<file path="src/rtl/alu_exec_unit_if.sv">
// Request/response bundle of the execute-stage ALU: operation request with
// decoded instruction fields and operands, and the registered result.
interface alu_exec_unit_if #(
  parameter int XLEN = 32
);
  logic            in_valid;
  logic            in_ready;
  logic            op5;
  logic [2:0]      funct3;
  logic            funct7b5;
  logic            funct7b0;
  logic [1:0]      ALUOp;
  logic [XLEN-1:0] srcA;
  logic [XLEN-1:0] srcB;
  logic            out_valid;
  logic            out_ready;
  logic [XLEN-1:0] result;
  logic            zero;
  logic            illegal;

  // Requester side (control FSM / bench).
  modport master (
    output in_valid, op5, funct3, funct7b5, funct7b0, ALUOp, srcA, srcB, out_ready,
    input  in_ready, out_valid, result, zero, illegal
  );

  // Execute unit side.
  modport slave (
    input  in_valid, op5, funct3, funct7b5, funct7b0, ALUOp, srcA, srcB, out_ready,
    output in_ready, out_valid, result, zero, illegal
  );
endinterface

</file>
<file path="src/rtl/alu_exec_unit.sv">
// Execute-stage ALU: single-cycle RV32I ops with a registered result, plus
// the RV32M set on an iterative engine (shift-add multiply, restoring divide)
// that takes exactly XLEN steps. One operation in flight at a time.
module alu_exec_unit #(
  parameter int XLEN     = 32,
  parameter bit ENABLE_M = 1'b1
) (
  input  logic          clk,
  input  logic          reset_n,
  alu_exec_unit_if.slave bus
);
  localparam int              SHW  = $clog2(XLEN);
  localparam logic [SHW-1:0]  LAST = SHW'(XLEN - 1);

  typedef enum logic [1:0] {S_IDLE, S_MUL, S_DIV, S_DONE} state_e;
  typedef enum logic [1:0] {K_ALU, K_MUL, K_DIV, K_ILL} kind_e;

  state_e            state_q, state_d;
  logic [SHW-1:0]    cnt_q, cnt_d;
  logic [2*XLEN-1:0] acc_q, acc_d;     // {hi, lo} product or {remainder, quotient}
  logic [XLEN-1:0]   opnd_q, opnd_d;   // multiplicand or divisor magnitude
  logic [2:0]        mop_q, mop_d;     // latched funct3 of the M op
  logic              neg_q, neg_d;     // product / quotient sign
  logic              rneg_q, rneg_d;   // remainder sign (sign of dividend)
  logic              divz_q, divz_d;   // divisor was zero
  logic [XLEN-1:0]   result_q, result_d;
  logic              illegal_q, illegal_d;

  kind_e             kind;
  logic [XLEN-1:0]   alu_res;
  logic [SHW-1:0]    shamt;
  logic              a_signed, b_signed, sign_a, sign_b;
  logic [XLEN-1:0]   mag_a, mag_b;

  logic [XLEN:0]     mul_sum, div_shift, div_diff;
  logic [2*XLEN-1:0] mul_next, mul_full, div_next;
  logic [XLEN-1:0]   quo, rem, mul_res, div_res;

  // Decode the request fields and compute the single-cycle ALU result.
  always_comb begin
    // NOTE: every combinational output gets a default first, so no path can leave it unassigned and infer a latch.
    kind    = K_ALU;
    alu_res = '0;
    shamt   = bus.srcB[SHW-1:0];
    case (bus.ALUOp)
      2'b00: alu_res = bus.srcA + bus.srcB;
      2'b01: alu_res = bus.srcA - bus.srcB;
      2'b11: kind = K_ILL;
      default: begin
        if (bus.op5 && bus.funct7b0) begin
          if (ENABLE_M) kind = bus.funct3[2] ? K_DIV : K_MUL;
          else          kind = K_ILL;
        end else begin
          case (bus.funct3)
            3'b000: alu_res = (bus.op5 && bus.funct7b5) ? bus.srcA - bus.srcB : bus.srcA + bus.srcB;
            3'b001: alu_res = bus.srcA << shamt;
            3'b010: alu_res = {{(XLEN-1){1'b0}}, $signed(bus.srcA) < $signed(bus.srcB)};
            3'b011: alu_res = {{(XLEN-1){1'b0}}, bus.srcA < bus.srcB};
            3'b100: alu_res = bus.srcA ^ bus.srcB;
            3'b101: begin
              // Kept as separate assignments so the arithmetic shift stays signed.
              if (bus.funct7b5) alu_res = $signed(bus.srcA) >>> shamt;
              else              alu_res = bus.srcA >> shamt;
            end
            3'b110: alu_res = bus.srcA | bus.srcB;
            default: alu_res = bus.srcA & bus.srcB;
          endcase
        end
      end
    endcase
  end

  // Operand signedness per M op, and the magnitudes the engine works on.
  always_comb begin
    if (bus.funct3[2]) begin
      a_signed = !bus.funct3[0];              // div, rem
      b_signed = !bus.funct3[0];
    end else begin
      a_signed = (bus.funct3[1:0] != 2'b11);  // mul, mulh, mulhsu
      b_signed = !bus.funct3[1];              // mul, mulh
    end
    sign_a = a_signed && bus.srcA[XLEN-1];
    sign_b = b_signed && bus.srcB[XLEN-1];
    mag_a  = sign_a ? -bus.srcA : bus.srcA;
    mag_b  = sign_b ? -bus.srcB : bus.srcB;
  end

  // One engine step for each algorithm, and the sign fix-up applied on the last step.
  always_comb begin
    mul_sum   = {1'b0, acc_q[2*XLEN-1:XLEN]} + (acc_q[0] ? {1'b0, opnd_q} : '0);
    mul_next  = {mul_sum, acc_q[XLEN-1:1]};
    mul_full  = neg_q ? -mul_next : mul_next;
    mul_res   = (mop_q[1:0] == 2'b00) ? mul_full[XLEN-1:0] : mul_full[2*XLEN-1:XLEN];

    div_shift = {acc_q[2*XLEN-1:XLEN], acc_q[XLEN-1]};
    div_diff  = div_shift - {1'b0, opnd_q};
    div_next  = div_diff[XLEN] ? {div_shift[XLEN-1:0], acc_q[XLEN-2:0], 1'b0}
                               : {div_diff[XLEN-1:0],  acc_q[XLEN-2:0], 1'b1};
    quo       = div_next[XLEN-1:0];
    rem       = div_next[2*XLEN-1:XLEN];
    // A zero divisor leaves remainder = |A| (restored by the sign fix) but the quotient must be all-ones.
    div_res   = mop_q[1] ? (rneg_q ? -rem : rem)
                         : (divz_q ? '1 : (neg_q ? -quo : quo));
  end

  // Next state: accept and dispatch in IDLE, iterate the engine, hold the result in DONE.
  always_comb begin
    state_d   = state_q;
    cnt_d     = cnt_q;
    acc_d     = acc_q;
    opnd_d    = opnd_q;
    mop_d     = mop_q;
    neg_d     = neg_q;
    rneg_d    = rneg_q;
    divz_d    = divz_q;
    result_d  = result_q;
    illegal_d = illegal_q;
    case (state_q)
      S_IDLE: begin
        if (bus.in_valid) begin
          illegal_d = 1'b0;
          mop_d     = bus.funct3;
          cnt_d     = '0;
          neg_d     = sign_a ^ sign_b;
          rneg_d    = sign_a;
          divz_d    = (bus.srcB == '0);
          case (kind)
            K_MUL: begin
              acc_d   = {{XLEN{1'b0}}, mag_b};
              opnd_d  = mag_a;
              state_d = S_MUL;
            end
            K_DIV: begin
              acc_d   = {{XLEN{1'b0}}, mag_a};
              opnd_d  = mag_b;
              state_d = S_DIV;
            end
            K_ILL: begin
              result_d  = '0;
              illegal_d = 1'b1;
              state_d   = S_DONE;
            end
            default: begin
              result_d = alu_res;
              state_d  = S_DONE;
            end
          endcase
        end
      end
      S_MUL: begin
        acc_d = mul_next;
        cnt_d = cnt_q + SHW'(1);
        if (cnt_q == LAST) begin
          result_d = mul_res;
          state_d  = S_DONE;
        end
      end
      S_DIV: begin
        acc_d = div_next;
        cnt_d = cnt_q + SHW'(1);
        if (cnt_q == LAST) begin
          result_d = div_res;
          state_d  = S_DONE;
        end
      end
      S_DONE: begin
        if (bus.out_ready) state_d = S_IDLE;
      end
      default: state_d = S_IDLE;
    endcase
  end

  // State and engine registers; reset aborts any operation in flight.
  always_ff @(posedge clk or negedge reset_n) begin
    if (!reset_n) begin
      state_q   <= S_IDLE;
      cnt_q     <= '0;
      acc_q     <= '0;
      opnd_q    <= '0;
      mop_q     <= '0;
      neg_q     <= 1'b0;
      rneg_q    <= 1'b0;
      divz_q    <= 1'b0;
      result_q  <= '0;
      illegal_q <= 1'b0;
    end else begin
      // NOTE: non-blocking assignments make every register sample pre-edge values regardless of statement order.
      state_q   <= state_d;
      cnt_q     <= cnt_d;
      acc_q     <= acc_d;
      opnd_q    <= opnd_d;
      mop_q     <= mop_d;
      neg_q     <= neg_d;
      rneg_q    <= rneg_d;
      divz_q    <= divz_d;
      result_q  <= result_d;
      illegal_q <= illegal_d;
    end
  end

  assign bus.in_ready  = (state_q == S_IDLE);
  assign bus.out_valid = (state_q == S_DONE);
  assign bus.result    = result_q;
  assign bus.zero      = (result_q == '0);
  assign bus.illegal   = illegal_q;
endmodule

</file>
<file path="src/flat_wrapper.sv">
// flat-port wrapper written by rule: the top's interface ports become plain ports
module alu_exec_unit_flat 
#(
  parameter int XLEN     = 32,
  parameter bit ENABLE_M = 1'b1
)
  (clk, reset_n, bus_in_valid, bus_op5, bus_funct3, bus_funct7b5, bus_funct7b0, bus_ALUOp, bus_srcA, bus_srcB, bus_out_ready, bus_in_ready, bus_out_valid, bus_result, bus_zero, bus_illegal);
  alu_exec_unit_if #(.XLEN(XLEN)) bus_i ();
  input  logic clk;
  input  logic reset_n;
  input wire logic [$bits(bus_i.in_valid)-1:0] bus_in_valid;
  input wire logic [$bits(bus_i.op5)-1:0] bus_op5;
  input wire logic [$bits(bus_i.funct3)-1:0] bus_funct3;
  input wire logic [$bits(bus_i.funct7b5)-1:0] bus_funct7b5;
  input wire logic [$bits(bus_i.funct7b0)-1:0] bus_funct7b0;
  input wire logic [$bits(bus_i.ALUOp)-1:0] bus_ALUOp;
  input wire logic [$bits(bus_i.srcA)-1:0] bus_srcA;
  input wire logic [$bits(bus_i.srcB)-1:0] bus_srcB;
  input wire logic [$bits(bus_i.out_ready)-1:0] bus_out_ready;
  output wire logic [$bits(bus_i.in_ready)-1:0] bus_in_ready;
  output wire logic [$bits(bus_i.out_valid)-1:0] bus_out_valid;
  output wire logic [$bits(bus_i.result)-1:0] bus_result;
  output wire logic [$bits(bus_i.zero)-1:0] bus_zero;
  output wire logic [$bits(bus_i.illegal)-1:0] bus_illegal;
  assign bus_i.in_valid = bus_in_valid;
  assign bus_i.op5 = bus_op5;
  assign bus_i.funct3 = bus_funct3;
  assign bus_i.funct7b5 = bus_funct7b5;
  assign bus_i.funct7b0 = bus_funct7b0;
  assign bus_i.ALUOp = bus_ALUOp;
  assign bus_i.srcA = bus_srcA;
  assign bus_i.srcB = bus_srcB;
  assign bus_i.out_ready = bus_out_ready;
  assign bus_in_ready = bus_i.in_ready;
  assign bus_out_valid = bus_i.out_valid;
  assign bus_result = bus_i.result;
  assign bus_zero = bus_i.zero;
  assign bus_illegal = bus_i.illegal;
  alu_exec_unit #(.XLEN(XLEN), .ENABLE_M(ENABLE_M)) u_core (.clk(clk), .reset_n(reset_n), .bus(bus_i));
endmodule
</file>
<file path="config.mk">
export PLATFORM = sky130hd
export DESIGN_NAME = alu_exec_unit_flat
export DESIGN_NICKNAME = d
export VERILOG_FILES = /design/src/rtl/alu_exec_unit_if.sv /design/src/rtl/alu_exec_unit.sv /design/src/flat_wrapper.sv
export SDC_FILE = /design/constraint.sdc
export NUM_CORES = 1
export LEC_CHECK = 0
export BUFFER_PORTS_ARGS = -buffer_cell sky130_fd_sc_hd__buf_2
export CELL_PAD_IN_SITES_DETAIL_PLACEMENT = 0
export CELL_PAD_IN_SITES_GLOBAL_PLACEMENT = 2
export CORE_UTILIZATION = 40
export CTS_CLUSTER_DIAMETER = 120
export DETAILED_ROUTE_END_ITERATION = 7
export GPL_TIMING_DRIVEN = 0
export HOLD_SLACK_MARGIN = 0.06
export MAX_ROUTING_LAYER = met4
export PLACE_DENSITY_LB_ADDON = 0.1
export SKIP_LAST_GASP = 1
export SLEW_MARGIN = 30
export SYNTH_ARGS = -nofsm -noshare
export SYNTH_HDL_FRONTEND = slang
export SYNTH_SLANG_ARGS = --single-unit
</file>
<file path="constraint.sdc">
create_clock -name clk -period 8.95 [get_ports clk]
set_input_delay 0.895 -clock clk [delete_from_list [all_inputs] [get_ports clk]]
set_output_delay 0.895 -clock clk [all_outputs]
set_load 0.05 [all_outputs]
</file>
==> flow_summary.toml <==
[detailed_routing]
dr.pass1.iters = 8
first_iter_violations = 5079
antenna_left = 0
wirelength_mm = 168
via_per_inst = 6.92
num_vias = 34105
wl_per_cell_um = 34.0
drc_errors = 0

[clock_tree]
cts_sinks = 141
ctsResizeCount = 0
root_buffer = "clkbuf_16"
clock_latency_ns = 0.47
post_cts_buffers = 0
cts_buffers = 17
clk_pin_slew_ns = 0.08
cts_buffer_depth = 2
postCtsHoldBufs = 0
htree_levels = 4
cts_tree = "built"

[grt]
use_met1 = 0.557
antenna_found_initial = 10
grt_use_met3 = 0.107
grt_start_max_net_pins = 84
grt_pass1_wl_mm = 236
grtUsageMet2 = 0.726
grt-busiest-layer = "met2"
track_usage = 0.486
first_global_vias = 32086
overflow = 0

[critical_path]
worstPathMaxFanout = 11
crit_path_end_kind = "flop"
cp.required_ns = 9.35
startpoint_type = "primary input"
cp.arrival_ns = 8.18
path_class = "in2reg"

[power_and_ir_drop]
power-per-cell-area_nw_per_um2 = 346
p_leak_nw = 11.9
ir_worst_vdd_mv = 0.152

[finish]
fillers = 7289
drive_gt1_frac = 0.0804
nets = 4288
syn2layout_area_growth_pct = 8.97
finish.utilization = 0.440

[placement]
dp_hpwl_mm = 138
port_buffers = 110
dp_slack_ns = 1.18
gp_congestion = 1.16

[sta]
setup_viol = 0
drv_slew = 0
tightest_slew_ns = 1.19
relSlewSlack = 0.188
finalHoldViolCount = 0
clock.fmax_mhz = 128
whs_ns = 0.227
worst_slack_ns = 1.17
clock_skew_ns = 0.0196
period_share = 0.870
tns_ns = 0
min_period_ns = 7.78
rsz0062_at_grt = "no"

[logic_synthesis]
ys_async_sr_fraction = 1.00
yosysMostFrequentCell = "nand2_1"
synth_top_area_frac = 0.130
synth-edff-count = 0
syn_area_sq_um = 27100
syn_avg_cell_area_sq_um = 6.95
ys_seq_area_frac = 0.130
ys_top_cells_by_area = "dfrtp_1 (13%), ha_1 (8.2%), o21ai_0 (7.0%), a21oi_1 (6.6%), nand2_1 (5.9%)"
netlist_instances = 3897
synth_area_leader_cell = "dfrtp_1"
synth_cell_type_count = 103
yosys_warnings = 0
syn_nets = 4155
synthTopCellsByCount = "nand2_1 (428), nor2_1 (407), o21ai_0 (381), a21oi_1 (357), clkbuf_1 (238)"
ys.flop_type = "dfrtp_1"
synth_seq_cells = 141

[outcome]
status = "finished clean"

[floorplan]
pin_count = 112
die_h_um = 262
num_rows = 95
dieArea_sq_um = 68800
die_w_um = 262
initial_core_util = 0.404
core_area_sq_um = 67000

[hold_path]
hold_class = "in2async"

[flow_run]
cap_violations = 0
-- registers in the layout, indices dropped and copies added (netlist names) --
register and cells:
u_core.rneg_q 1, u_core.neg_q 1, u_core.state_q 2, u_core.mop_q 2, u_core.opnd_q 32, u_core.bus.result 32
u_core.cnt_q 5, u_core.acc_q 64, u_core.bus.illegal 1, u_core.divz_q 1
-- per-stage QoR --
step / instances / power [mW] / cell area (sq um)
4_1_cts: 4916 / 9.81 / 29500
3_3_place_gp: 4880 / 9.04 / 28700
5_1_grt: 4925 / 10.6 / 29500
6_report: 4927 / 10.2 / 29500
3_5_place_dp: 4884 / 9.04 / 28900
2_1_floorplan: 3897 / 6.10 / 27100
-- metal layers --
layer,vias up,part of all wire
met4,0,0.10
met5,-,0
met2,2463,0.43
li1,14673,-
met1,16290,0.37
met3,679,0.10
-- final timing paths --
| check | from | end | slack, ns | cells after the start |
|---|---|---|---|---|
| worst max-delay path | bus_srcB[3] | u_core.bus.result[28] | 1.17 | 19 |
| min in group clk | u_core.opnd_q[22] | u_core.opnd_q[22] | 0.48 | 2 |
| max in group asynchronous | reset_n | u_core.acc_q[43] | 7.80 | 3 |
| worst min register to register | u_core.opnd_q[22] | u_core.opnd_q[22] | 0.48 | 2 |
| worst max register to register | u_core.acc_q[31] | u_core.bus.result[18] | 1.89 | 23 |
| worst min-delay path | reset_n | u_core.cnt_q[3] | 0.23 | 1 |
-- area by class of cell --
type / count / area, sq um / area share
clock inverter: 15 / 166 / 0.00564
antenna: 11 / 27.5 / 0.000932
sequential: 141 / 3530 / 0.120
buffer: 311 / 1260 / 0.0425
multi-input combinational: 3279 / 21800 / 0.738
clock buffer: 17 / 425 / 0.0144
tap: 873 / 1090 / 0.0370
timing repair buffer: 114 / 631 / 0.0214
inverter: 166 / 623 / 0.0211
-- worst max-delay path, cell delays in order --
cell and delay [ns]:
buf_2 0.09, clkbuf_1 0.61, clkinv_1 0.66, clkbuf_1 0.51, clkbuf_1 0.52, ha_1 0.45
buf_2 0.22, nor3_1 0.07, a2111oi_1 0.78, nor3_1 0.22, o21ai_0 0.36, a21boi_0 0.31
o31ai_1 0.87, xnor2_1 0.19, nand2_1 0.06, o21ai_0 0.10, a21oi_1 0.09, a2111oi_1 0.92
a2111o_1 0.22
-- placed cells by master (no fill, tap or decap), types with 43 or more instances in the layout --
cell type	n
nand2_1	428
nor2_1	407
o21ai_0	374
a21oi_1	356
clkbuf_1	238
ha_1	178
xnor2_1	160
inv_1	156
dfrtp_1	141
buf_2	135
nor3_1	98
mux2i_1	87
nand3_1	77
xor2_1	73
a22oi_1	64
a31oi_1	60
o211ai_1	53
o31ai_1	53
mux4_2	53
a211oi_1	48
a221oi_1	44
a21o_1	43
-- where the power goes --
part	switching, mW	total [mW]	leakage [nW]	internal (mW)
sequential	0.280	1.19	1.82	0.906
combinational	5.96	8.30	9.75	2.34
clock	0.365	0.741	0.285	0.376
-- cells by family after synthesis --
family                     Yosys count  share of synthesized area
xor gates and xnor gates           237                     0.0766
adders and majority gates          182                     0.0852
DFF                                141                      0.130
muxes                              154                     0.0820
AOI/OAI and AO/OA                 1415                      0.337
and+or+nand+nor                   1291                      0.219
buffers and inverters              477                     0.0694
Note: power is estimated with default switching activity, not from simulation.
